**src/rtl/shifter_pkg.sv**
```systemverilog
// Shared definitions for the multifunction barrel-shifter stages.
package shifter_pkg;
  localparam int WIDTH = 8;
  typedef logic [WIDTH-1:0] word_t;
endpackage

```
**src/rtl/bit_reverse.sv**
```systemverilog
// Combinational mirror of a word: bit i of the result is bit WIDTH-1-i of a.
module bit_reverse
  import shifter_pkg::*;
#(
  parameter int WIDTH = shifter_pkg::WIDTH
) (
  input  logic [WIDTH-1:0] a,
  output logic [WIDTH-1:0] y
);

  for (genvar i = 0; i < WIDTH; i++) begin : g_mirror
    assign y[i] = a[WIDTH-1-i];
  end

endmodule

```
**src/rtl/reverse_bit_reg.sv**
```systemverilog
// Registered bit-order reverser stage: y is a mirrored (en=1) or passed-through
// (en=0) copy of a, one clock after sampling.
module reverse_bit_reg
  import shifter_pkg::*;
#(
  parameter int WIDTH = shifter_pkg::WIDTH
) (
  input  logic             clk,
  input  logic             rst_n,
  input  logic [WIDTH-1:0] a,
  input  logic             en,
  output logic [WIDTH-1:0] y
);

  logic [WIDTH-1:0] mirrored;

  bit_reverse #(.WIDTH(WIDTH)) u_bit_reverse (
    .a (a),
    .y (mirrored)
  );

  // Output register: the only state in the stage, so it clears with reset.
  always_ff @(posedge clk or negedge rst_n) begin
    if (!rst_n) begin
      y <= '0;
    end else begin
      y <= en ? mirrored : a;
    end
  end

endmodule

```
**config.mk**
```make
export PLATFORM = sky130hd
export DESIGN_NAME = reverse_bit_reg
export DESIGN_NICKNAME = d
export VERILOG_FILES = /design/src/rtl/shifter_pkg.sv /design/src/rtl/bit_reverse.sv /design/src/rtl/reverse_bit_reg.sv
export SDC_FILE = /design/constraint.sdc
export NUM_CORES = 1
export LEC_CHECK = 0
export ABC_AREA = 1
export BUFFER_PORTS_ARGS = -buffer_cell sky130_fd_sc_hd__buf_4
export CAP_MARGIN = 20
export CORE_AREA = 2 2 39 41
export CTS_BUF_LIST = sky130_fd_sc_hd__clkbuf_2 sky130_fd_sc_hd__clkbuf_4 sky130_fd_sc_hd__clkbuf_8
export DETAILED_ROUTE_END_ITERATION = 12
export DIE_AREA = 0 0 41 43
export PLACE_DENSITY_LB_ADDON = 0.12
export SYNTH_ARGS = -nofsm -noshare
export SYNTH_HDL_FRONTEND = slang
export SYNTH_SLANG_ARGS = --single-unit
```
**constraint.sdc**
```tcl
create_clock -name clk -period 0.8 [get_ports clk]
set_clock_uncertainty 0.05 [all_clocks]
set_input_delay 0.16 -clock clk [delete_from_list [all_inputs] [get_ports clk]]
set_output_delay 0.16 -clock clk [all_outputs]
set_load 0.03 [all_outputs]
```
=== Word-level counts from Yosys, hierarchy flattened ===
Index checks and enable logic that the tools add are counted.

* Multiplexer cells: 1

{| class="wikitable"
|+ Operators by type and width
! cell !! number
|-
| $mux W8 || 1
|}

* Output and inout bits: 8
* Input bits: 11
* Word-level logic and storage cells: 2
* Flip-flop bits (word level): 8

=== Longest topological paths before layout ===
* Word-level depth: 1
* Mapped depth: 4
* Mapped depth without buffers: 3

=== By module ===
A second synthesis with hierarchy kept.

* Cells, all modules: 42
* Area total of the unflattened synthesis: 365.4 um^2

{| class="wikitable"
|+ Modules (own cells, without submodules)
! module !! instances !! sequential area each (um^2) !! cells an instance !! area each (um^2)
|-
| reverse_bit_reg || 1 || 200.2 || 34 || 305.3
|-
| bit_reverse || 1 || 0.0 || 8 || 60.1
|}

=== Worst setup path after synthesis ===
No wires, ideal clock.

* Kind: register to output
* From: reg y[0]
* To: out y[0]
* Stages on the path, launching flop included: 1
* Arrival time: 0.467 ns
* Data required time: 0.590 ns
* Path buffers: 0
* Setup slack: 0.123 ns
* Cells stage by stage: dfrtp_1

{| class="wikitable"
|+ RTL lines
! element !! RTL line !! RTL
|-
| start: declaration || reverse_bit_reg.sv:12 || <nowiki>output logic [WIDTH-1:0] y</nowiki>
|-
| start signal: assignment || reverse_bit_reg.sv:27 || <nowiki>y <= en ? mirrored : a;</nowiki>
|}

No word-level cell between the ends.

=== Worst setup path in the final report ===
* From: reg y[1]
* To: out y[1]

No word-level cell between the ends.

==> reports/results.txt <==
Reg clk slew, reported paths -> 0.05 ns
Port bufs -> 18
Post-DR vias/cell -> 3.56
Power Dens Cells -> 1890 mW/mm2
Hold Crit Start -> a[5]
CP startpoint -> y[1]$_DFF_PN0_
Regs by FF count -> y: 8 flops
Global route total overflow -> 0
WL per Instance -> 8.07 um
FMAX -> 1040 MHz
DRC -> 0
CP Cell Sequence -> buf_6
Largest net degree at the start of global routing -> 10
Largest family of logic cells by synthesized area -> simple AND/OR/NAND/NOR gates
Vias in the first global route -> 215
Worst-Margin Slew -> 0.119 ns
Via Count -> 253
Failing checks -> negative setup slack
Die area -> 0.00176 mm2
Cell Area, Synth -> 305 um2
Die Ht -> 43 um
Commonest non-fill, non-tap cell in the layout -> nand2_1
Synth Area in Compound Gates -> 0%
Nets -> 68
XOR/XNOR share of the synthesized area -> 0%
CP delay by family, top -> flip-flops
IO Pins -> 19
RSZ-0062 raised after global routing -> yes
Fillers -> 147
CORE AREA -> 0.00138 mm2
Period Utilization, post-route -> 121%
Max-Cap Viols -> 0
CTS buffer count -> 3
Worst setup SP type -> register
Root buffer cell -> clkbuf_4
Critical Path AT -> 0.76 ns
Layout cell share with drive strength beyond 1 -> 40.0%
Largest stage delay, worst path -> 0.37 ns
Gpl congestion -> 0.667
Final setup TNS -> -1.27 ns
DR pass1 iterations -> 2
Crit path kind -> register to output port
Crit-path max FO -> 1
Most frequent cells in the layout -> nand2_1, buf_4, buf_6, dfrtp_1, clkbuf_4
Slowest stage cell, crit path -> dfrtp_1
Number of diodes -> 0
Post-route setup slack -> -0.166 ns
Cell count after synthesis -> 34
Antenna-violating nets left -> 0
Syn Area/Cell -> 8.98 um2
Clock tree buffer depth -> 2
Synth warn -> 0
Mux cell area share after synthesis -> 0%
Outcome -> complete, but fails checks
Worst setup EP type -> output port
First-pass GRT wire length -> 862 um
Min-Delay Path Class -> primary input to register
#FFs+latches synth -> 8
Final Hold Vio Count -> 0
Final wirelength -> 573 um
Seq/Total Area, Yosys -> 65.6%
Num rows -> 14
CP required -> 0.59 ns
Overall Power -> 970 uW
Global-route usage over all layers -> 8.22%
Peak supply drop -> 0.000525 V
Max reg flops -> 8
Slew HR -> 92.0%
Biggest register -> y
Lkg Pwr -> 0.285 nW
Initial antenna violation count -> 0
Drt initial violations -> 1
CTS tree -> yes
Post-Synth Simple-Gate Area -> 29.5%
Pins Over Slew Limit -> 0
Synth unique cells -> 4
Post-CTS setup buffers -> 0
Layout overhead on the synthesized area -> 67.6%
# clock sinks -> 8
Chip Width -> 41 um
Worst path bufs/invs -> 1
Minimum clock period -> 0.966 ns
CTS H-tree depth -> 1
Initial Util -> 22.1%
Post-Synth Adder-Cell Area -> 0%
Post-synthesis net count -> 45
Setup violators final -> 8
power by group:
group	switching (mW)	internal [mW]	leakage [nW]
sequential	0.0132	0.436	0.0958
combinational	0.120	0.107	0.175
clock	0.122	0.171	0.0138
per-stage QoR:
stage | cell area, um2 | cells | utilization [%] | worst slack [ns] | hold slack [ns]
finish | 512 | 71 | 37.0 | -0.166 | 0.0689
detailed placement | 449 | 67 | 32.5 | 0.0805 | -0.0691
floorplan | 305 | 34 | - | 0.123 | -0.186
CTS | 512 | 71 | 37.0 | -0.180 | 0.0592
global route | 512 | 71 | 37.0 | -0.210 | 0.0559
global placement | 449 | 67 | 32.5 | 0.0811 | -0.0679
layout make-up:
type / instances / area [um2] / area share, %
tap: 16 / 20.0 / 3.91
inverter: 1 / 3.75 / 0.733
sequential: 8 / 200 / 39.1
timing repair buffer: 19 / 175 / 34.2
multi-input combinational: 24 / 90.1 / 17.6
clock buffer: 3 / 22.5 / 4.40
metal layers:
layer | wire length, um | global-route usage [%]
met5 | 0 | 0
met4 | 0 | 12.0
met3 | 56 | 3.66
met2 | 255 | 7.81
met1 | 261 | 10.3
synth_stat cells:
cell	number	area [um2]
nand2_1	24	90.1
dfrtp_1	8	200
buf_6	1	11.3
inv_2	1	3.75
what timing repair did:
item	in CTS	in global routing
endpoints found under the hold margin	8	0
gates resized for setup	8	0
hold buffers	1	0
setup endpoints to repair	8	8
cells by family after synthesis:
| logic type | after synthesis |
|---|---|
| and+or+nand+nor | 24 |
| DFF | 8 |
| buffers and inverters | 2 |
path summary, 6_finish.rpt:
path | slack [ns] | endpoint | depth (start not counted)
setup / recovery | -0.17 | y[1] | 1
max in group asynchronous | 0.37 | y[7]$_DFF_PN0_ | 2
min in group asynchronous | 0.21 | y[5]$_DFF_PN0_ | 2
hold / removal | 0.07 | y[5]$_DFF_PN0_ | 3
No activity file was read; power rests on OpenSTA's default activity.
